`src/rtl/imem_fetch_ctrl.sv`:
```
// imem_fetch_ctrl: fetch PC sequencer with prefetch FIFO, valid/ready decode handshake and redirect flush (option: FETCH_BOUND_CHECK_EN)
module imem_fetch_ctrl #(
  parameter logic [31:0] RESET_PC   = 32'h0000_0000,
  parameter int          FIFO_DEPTH = 2,
  parameter int          IMEM_WORDS = 1024
) (
  input  logic        clk,
  input  logic        reset,
  input  logic        fetch_en,
  output logic [31:0] imem_addr,
  input  logic [31:0] imem_rdata,
  output logic        inst_valid,
  input  logic        inst_ready,
  output logic [31:0] inst_out,
  output logic [31:0] inst_pc,
  input  logic        redirect_valid,
  input  logic [31:0] redirect_pc,
  output logic [2:0]  fifo_count,
  output logic        fetch_fault
);
  localparam int AW = $clog2(FIFO_DEPTH);
  if ((FIFO_DEPTH != 2 && FIFO_DEPTH != 4) || IMEM_WORDS < 1) begin : g_bad_param
    $error("imem_fetch_ctrl: FIFO_DEPTH must be 2 or 4 and IMEM_WORDS positive");
  end
`ifdef FETCH_BOUND_CHECK_EN
  typedef enum logic [1:0] {IDLE, RUN, FAULT} state_t;
`else
  typedef enum logic {IDLE, RUN} state_t;
`endif
  state_t          state;
  logic [31:0]     fetch_pc;
  logic [31:0]     mem_inst [FIFO_DEPTH];
  logic [31:0]     mem_pc   [FIFO_DEPTH];
  logic [AW-1:0]   rd_ptr, wr_ptr;
  logic [2:0]      count;
  logic            pop, push, oob;
  logic [31:0]     target;
  assign target     = redirect_pc & ~32'h3;
  assign imem_addr  = fetch_pc;
  assign fifo_count = count;
  assign inst_valid = count != 3'd0;
  assign inst_out   = inst_valid ? mem_inst[rd_ptr] : 32'h0;
  assign inst_pc    = inst_valid ? mem_pc[rd_ptr] : 32'h0;
  // a redirect flushes the head, so a same-cycle handshake is discarded
  assign pop  = inst_valid & inst_ready & ~redirect_valid;
  assign push = state == RUN & fetch_en & ~redirect_valid & ~oob &
                (count < 3'(FIFO_DEPTH) | pop);
`ifdef FETCH_BOUND_CHECK_EN
  logic tgt_oob;
  logic fault_q;
  assign oob         = {2'b00, fetch_pc[31:2]} >= 32'(IMEM_WORDS);
  assign tgt_oob     = {2'b00, target[31:2]} >= 32'(IMEM_WORDS);
  assign fetch_fault = fault_q;
  // control FSM; FAULT is sticky until an in-range redirect
  always_ff @(posedge clk or posedge reset) begin
    if (reset) begin
      state   <= IDLE;
      fault_q <= 1'b0;
    end else begin
      case (state)
        IDLE:    state <= fetch_en ? RUN : IDLE;
        RUN:     if (!fetch_en) state <= IDLE;
                 else if (!redirect_valid && oob) begin
                   state   <= FAULT;
                   fault_q <= 1'b1;
                 end
        FAULT:   if (redirect_valid && !tgt_oob) begin
                   state   <= fetch_en ? RUN : IDLE;
                   fault_q <= 1'b0;
                 end
        default: state <= IDLE;
      endcase
    end
  end
`else
  assign oob         = 1'b0;
  assign fetch_fault = 1'b0;
  // control FSM: RUN follows fetch_en, buffered entries drain in either state
  always_ff @(posedge clk or posedge reset) begin
    if (reset) state <= IDLE;
    else state <= fetch_en ? RUN : IDLE;
  end
`endif
  // fetch PC: redirect wins over sequential advance, wraps silently at the top
  always_ff @(posedge clk or posedge reset) begin
    if (reset) fetch_pc <= RESET_PC;
    else fetch_pc <= redirect_valid ? target : push ? fetch_pc + 32'd4 : fetch_pc;
  end
  // FIFO pointers and occupancy; redirect empties everything
  always_ff @(posedge clk or posedge reset) begin
    if (reset) begin
      rd_ptr <= '0;
      wr_ptr <= '0;
      count  <= 3'd0;
    end else if (redirect_valid) begin
      rd_ptr <= '0;
      wr_ptr <= '0;
      count  <= 3'd0;
    end else begin
      rd_ptr <= pop ? rd_ptr + AW'(1) : rd_ptr;
      wr_ptr <= push ? wr_ptr + AW'(1) : wr_ptr;
      count  <= count + {2'b00, push} - {2'b00, pop};
    end
  end
  // FIFO storage; contents are masked by inst_valid so no reset is needed
  always_ff @(posedge clk) begin
    if (push) begin
      mem_inst[wr_ptr] <= imem_rdata;
      mem_pc[wr_ptr]   <= fetch_pc;
    end
  end
endmodule

```
`config.mk`:
```
export PLATFORM = sky130hd
export DESIGN_NAME = imem_fetch_ctrl
export DESIGN_NICKNAME = d
export VERILOG_FILES = /design/src/rtl/imem_fetch_ctrl.sv
export SDC_FILE = /design/constraint.sdc
export NUM_CORES = 1
export LEC_CHECK = 0
export BUFFER_PORTS_ARGS = -buffer_cell sky130_fd_sc_hd__buf_4
export CAP_MARGIN = 20
export CORE_MARGIN = 2
export CORE_UTILIZATION = 57
export CTS_CLUSTER_SIZE = 8
export DETAILED_ROUTE_END_ITERATION = 12
export GPL_ROUTABILITY_DRIVEN = 0
export PLACE_DENSITY = 0.83
export SLEW_MARGIN = 20
export SYNTH_ARGS = -nofsm -noshare
export SYNTH_HDL_FRONTEND = slang
export SYNTH_SLANG_ARGS = --single-unit
```
`constraint.sdc`:
```
create_clock -name clk -period 17.02 [get_ports clk]
set_clock_uncertainty 0.2 [all_clocks]
set_input_delay 0.851 -clock clk [delete_from_list [all_inputs] [get_ports clk]]
set_output_delay 0.851 -clock clk [all_outputs]
set_load 0.1 [all_outputs]
```
==> flow_summary_export.csv, run 1 <==
group,metric,value,unit
clock_tree,clockBufferDepth,2,
sta,min_period,3.36,ns
floorplan,io_pins,170,
synth,synth_common_cells,"edfxtp_1 (124), nor2_1 (84), mux2i_1 (63)",
floorplan,coreArea,11900,um2
setup_path,arrival,3.20,ns
synth,synth_top_area_share,54.0,%
setup_path,critPathCaptureType,"register",
synth,synth_edf_count,124,
sta,final_max_slew_viol_count,0,
setup_path,crit_fanout,55,
sta,final.period_utilization,19.7,%
synth,syn-instance-count,521,
status,status,"finished, final reports clean",
clock_tree,htree_levels,4,
setup_path,crit_required,16.86,ns
drt,via_count,4823,
drt,wl_per_cell,18.2,um
synth,yosysSeqAreaShare,67.0,%
clock_tree,numClockSinks,160,
cells_and_area,syn2layout_area_growth,27.0,%
floorplan,die_area,13000,um2
global_route,antenna_found_initial,0,
synth,ys_ff_latch,160,
cells_and_area,diodes,0,
sta,holdWs,0.356,ns
synth,synthArstFlopShare,22.5,%
cells_and_area,fill_cells,822,
flow_run,drv_cap,0,
setup_path,r2r_slack,13.66,ns
clock_tree,cts-buffers-inserted,17,
sta,rsz0062_at_grt,"false",
place,place_hpwl,9790,um
clock_tree,clk_latency,0.41,ns
drt,dr.pass1.iters,7,
sta,max_slew_margin,24.5,%
drt,drc,0,
global_route,grt_util_all_layers,24.0,%
floorplan,start_util,57.9,%
setup_path,start_kind,"register",
power_and_ir_drop,irDropWorstVdd,0.168,mV
sta,tightestPinTransition,1.13,ns
synth,netlist_area,6900,um2
floorplan,die_w,114,um
synth,yosys.cell_count.top_type,"edfxtp_1",
sta,finalSetupTns,0,ns
drt,drt-total-wl,15200,um
power_and_ir_drop,power_density,194,nW/um2
setup_path,crit_type,"register to register",
sta,timing.fmax,0.298,GHz
clock_tree,tritoncts,"yes",
drt,postRouteAntennaNets,0,
global_route,grt-ovfl-total,0,
drt,viasPerCell,5.77,
worst_hold_path,hold_class,"input pin to async pin",
floorplan,fp.dieH,114,um
cells_and_area,layout-drive-gt1-share,29.5,%
global_route,grt_pass1_vias,4730,
place,port_buffers,162,
synth,synth.top_cells.by_area,"edfxtp_1 (54%), dfrtp_1 (13%), mux2i_1 (9.1%)",
clock_tree,cts_resized,0,
clock_tree,clockRootBuffer,"clkbuf_16",
synth,ys_types,49,
cells_and_area,fin_util,73.6,%
synth,ys.flop_type,"edfxtp_1",
synth,yosysTopAreaCell,"edfxtp_1",
global_route,grt_max_degree,64,
sta,report.final.setup_viol,0,
synth,ys.warnings.count,0,
sta,report.final.hold_viol_count,0,
clock_tree,cts_hold_buf,0,
clock_tree,clk_pin_slew,0.06,ns
setup_path,reg2reg_from,"fifo_count[1]",
global_route,grt_pass1_wl,23900,um
clock_tree,cts_setup_buffers,0,
floorplan,rows,40,
power_and_ir_drop,p_leak,0.00328,uW
drt,drt_iter0_markers,400,
setup_path,critPathLaunch,"fifo_count[1]",
synth,avgSynthCellArea,13.2,um2
cells_and_area,nets,749,
layer usage:
metal | part of all wire [%] | global-route usage, % | wire [um]
met1 | 41 | 31.5 | 6280
met5 | 0 | 0 | 0
met4 | 1.2 | 8.54 | 181
met2 | 51 | 39.7 | 7750
met3 | 6.6 | 5.47 | 998
power breakdown:
part	total [uW]	leakage [uW]	internal, uW	switching [uW]
logic	832	0.00148	167	665
clock network	359	0.000257	214	145
registers	506	0.00154	454	51.6
total	1700	0.00328	836	861
flip-flops by register name (all words and copies together) (netlist names):
signal	count
imem_addr	30
mem_inst	64
rd_ptr	1
state	1
fifo_count	3
wr_ptr	1
mem_pc	60
cells in the final DEF, fill, tap and decap left out, drive strengths merged, types with 13 or more instances in the layout:
| master | instances |
|---|---|
| a31oi | 17 |
| buf | 166 |
| clkbuf | 21 |
| dfrtp | 36 |
| edfxtp | 124 |
| mux2i | 63 |
| nand2 | 21 |
| nand3 | 14 |
| nor2 | 84 |
| or4 | 13 |
layout make-up:
type	instances	area [um2]	share of cell area [%]
timing repair buffer	166	1250	14.2
tap	147	184	2.10
sequential	160	4630	52.8
clock buffer	21	440	5.03
clock inverter	11	116	1.33
multi-input combinational	321	2110	24.1
inverter	10	37.5	0.428
per-stage QoR:
step,cell area [um2],setup slack (ns),total power (uW),instances
3_5_place_dp,8200,13.47,1350,804
5_1_grt,8760,13.43,1750,836
6_report,8760,13.66,1700,836
2_1_floorplan,6910,9.88,1170,525
4_1_cts,8760,13.63,1710,836
3_3_place_gp,8200,13.53,1340,804
kinds of logic after synthesis:
logic type | Yosys count | share of synthesized area [%]
compound gates | 59 | 5.79
fa+ha+maj | 4 | 0.834
mux | 63 | 9.14
buf+inv | 44 | 2.83
xor+xnor | 9 | 1.14
other cells | 1 | 0.0544
simple gates | 181 | 13.2
flops | 160 | 67.0
worst paths after layout:
kind,endpoint,cells after the start
setup / recovery,mem_inst[1][13],6
hold / removal,imem_addr[29],3
setup reg to reg,mem_inst[1][13],6
hold reg to reg,mem_pc[0][27],0
max in group asynchronous,rd_ptr,3
min in group clk,mem_pc[0][27],0
critical path, stage by stage (launching register included):
cell,delay (ns)
dfrtp_1,0.45
inv_1,0.10
ha_1,0.24
o211ai_2,0.21
or2_2,0.43
nor3b_2,0.60
buf_4,0.72
Note: power is estimated with default switching activity, not from simulation.
==> run 2: changes to the inputs <==
--- a/config.mk
+++ b/config.mk
@@ -8,11 +8,11 @@
 export BUFFER_PORTS_ARGS = -buffer_cell sky130_fd_sc_hd__buf_4
 export CAP_MARGIN = 20
 export CORE_MARGIN = 2
-export CORE_UTILIZATION = 57
+export CORE_UTILIZATION = 48
 export CTS_CLUSTER_SIZE = 8
 export DETAILED_ROUTE_END_ITERATION = 12
 export GPL_ROUTABILITY_DRIVEN = 0
-export PLACE_DENSITY = 0.83
+export PLACE_DENSITY = 0.74
 export SLEW_MARGIN = 20
 export SYNTH_ARGS = -nofsm -noshare
 export SYNTH_HDL_FRONTEND = slang
==> constraint.sdc (replaced) <==
create_clock -name clk -period 2.9 [get_ports clk]
set_clock_uncertainty 0.2 [all_clocks]
set_input_delay 0.145 -clock clk [delete_from_list [all_inputs] [get_ports clk]]
set_output_delay 0.145 -clock clk [all_outputs]
set_load 0.1 [all_outputs]
==> flow_summary_export.csv, run 2 (synthesis results as in run 1) <==
group,metric,value,unit
setup_path,arrival,2.79,ns
sta,finalSetupTns,0,ns
power_and_ir_drop,switchingPower,5120,uW
power_and_ir_drop,p_leak,0.00369,uW
global_route,grt_pass1_vias,4916,
sta,final.period_utilization,91.4,%
place,place_hpwl,10100,um
power_and_ir_drop,irDropWorstVdd,1.02,mV
setup_path,start_kind,"register",
clock_tree,cts_hold_buf,77,
drt,drc,0,
power_and_ir_drop,p_int,5310,uW
global_route,grt_pass1_wl,24900,um
setup_path,cp_slowest_cell,"or4_1",
sta,holdWs,0.203,ns
status,status,"finished, final reports clean",
setup_path,max_stage_delay,0.53,ns
cells_and_area,finalInstanceArea,9800,um2
setup_path,crit_required,3.04,ns
power_and_ir_drop,power_density,1060,nW/um2
clock_tree,clockRootBuffer,"clkbuf_16",
worst_hold_path,hold_class,"input pin to async pin",
floorplan,io_pins,170,
cells_and_area,fill_cells,972,
setup_path,crit_fanout,36,
cells_and_area,layout-drive-gt1-share,28.6,%
global_route,antenna_found_initial,0,
drt,viasPerCell,5.43,
cells_and_area,layout_commonest_cell,"buf_4",
global_route,grt_max_degree,63,
cells_and_area,max_flop_register,"mem_inst",
sta,report.final.setup_viol,0,
power_and_ir_drop,switching_share,49.1,%
power_and_ir_drop,combPwrFrac,49.5,%
clock_tree,clk_latency,0.42,ns
cells_and_area,largest_register_ff_count,64,
drt,drt_iter0_markers,409,
drt,drt-total-wl,16400,um
setup_path,path_cells,"inv_2 -> ha_4 -> o211ai_4 -> or4b_1 -> buf_4 -> or4_1 -> a31oi_1",
sta,rsz0062_at_grt,"false",
clock_tree,cts-buffers-inserted,17,
clock_tree,cts_resized,0,
power_and_ir_drop,pwr-share-seq,27.6,%
flow_run,drv_cap,0,
drt,via_count,5179,
sta,min_period,2.65,ns
drt,wl_per_cell,17.2,um
drt,postRouteAntennaNets,0,
cells_and_area,diodes,0,
power_and_ir_drop,pwr-share-clk,23.0,%
clock_tree,clockBufferDepth,2,
clock_tree,htree_levels,4,
sta,report.final.hold_viol_count,0,
floorplan,fp.dieH,124,um
clock_tree,numClockSinks,160,
floorplan,coreArea,13900,um2
sta,final_max_slew_viol_count,0,
global_route,grt_util_all_layers,21.8,%
setup_path,crit_type,"register to register",
floorplan,die_area,15300,um2
clock_tree,cts_setup_buffers,0,
setup_path,critPathCaptureType,"register",
cells_and_area,syn2layout_area_growth,42.1,%
cells_and_area,layout_common_cells,"buf_4 (170), edfxtp_1 (124), nor2_1 (84)",
floorplan,die_w,124,um
global_route,grt-ovfl-total,0,
sta,timing.fmax,0.377,GHz
clock_tree,clk_pin_slew,0.06,ns
cells_and_area,nets,834,
place,port_buffers,162,
clock_tree,tritoncts,"yes",
power_and_ir_drop,power,10400,uW
floorplan,rows,43,
sta,max_slew_margin,51.2,%
sta,tightestPinTransition,0.725,ns
floorplan,start_util,49.5,%
drt,dr.pass1.iters,4,
place,post_dp_cell_area,8380,um2
[run 2: changes by cell type in the layout (fill, tap and decap cells not counted), moves of 3 or more]
cell,before,now
buf_12,0,3
buf_4,166,170
bufinv_16,2,5
clkinvlp_4,5,2
dfrtp_1,35,29
dfrtp_2,0,4
dlygate4sd3_1,0,77
[run 2: routing by layer]
layer / part of all wire [%] / GRT usage (%) / vias up
li1: - / - / 2431
met1: 41 / 27.0 / 2506
met2: 50 / 37.2 / 218
met3: 7.2 / 5.40 / 24
met4: 1.5 / 7.60 / 0
met5: 0 / 0 / -
[run 2: final cells by class]
cell class	count	area, um2	area share [%]
sequential	160	4640	47.3
multi-input combinational	321	2140	21.9
timing repair buffer	251	2120	21.6
clock buffer	20	447	4.56
tap	180	225	2.30
clock inverter	11	188	1.91
inverter	10	37.5	0.383
[run 2: worst max-delay path: cells and delay by family (launching register included)]
kind	cells	cell delay (ns)
AO/OA/AOI/OAI	2	0.30
adder cells (fa/ha/maj)	1	0.15
flip-flops	1	0.52
AND/OR/NAND/NOR	2	1.05
buffers and inverters	2	0.33
[run 2: final timing paths]
check | startpoint | end | slack (ns) | cells after the start
max | fifo_count[1] | imem_addr[24] | 0.25 | 7
min | reset | imem_addr[28] | 0.20 | 4
max reg2reg | fifo_count[1] | imem_addr[24] | 0.25 | 7
min reg2reg | imem_addr[6] | mem_pc[0][6] | 0.34 | 0
max in group asynchronous | reset | rd_ptr | 1.91 | 4
min in group clk | fetch_en | state | 0.23 | 2
[run 2: metrics by stage]
stage                     cells  util [%]  setup WS [ns]
after detailed placement    844      60.2          0.278
final                       953      70.4          0.248
after CTS                   952      70.3          0.245
after global placement      844      60.2          0.359
after global routing        953      70.4          0.122
after floorplan             525         -         -0.726
[run 2: power by group through the flow]
| stage | sequential (uW) | clock (uW) | combinational [uW] |
|---|---|---|---|
| 5_1_grt | 2900 | 2550 | 5350 |
| 3_3_place_gp | 2910 | 0 | 5050 |
| 6_report | 2880 | 2390 | 5160 |
| 3_5_place_dp | 2920 | 0 | 5080 |
| 4_1_cts | 2880 | 2420 | 5180 |
| 2_1_floorplan | 3230 | 0 | 3700 |
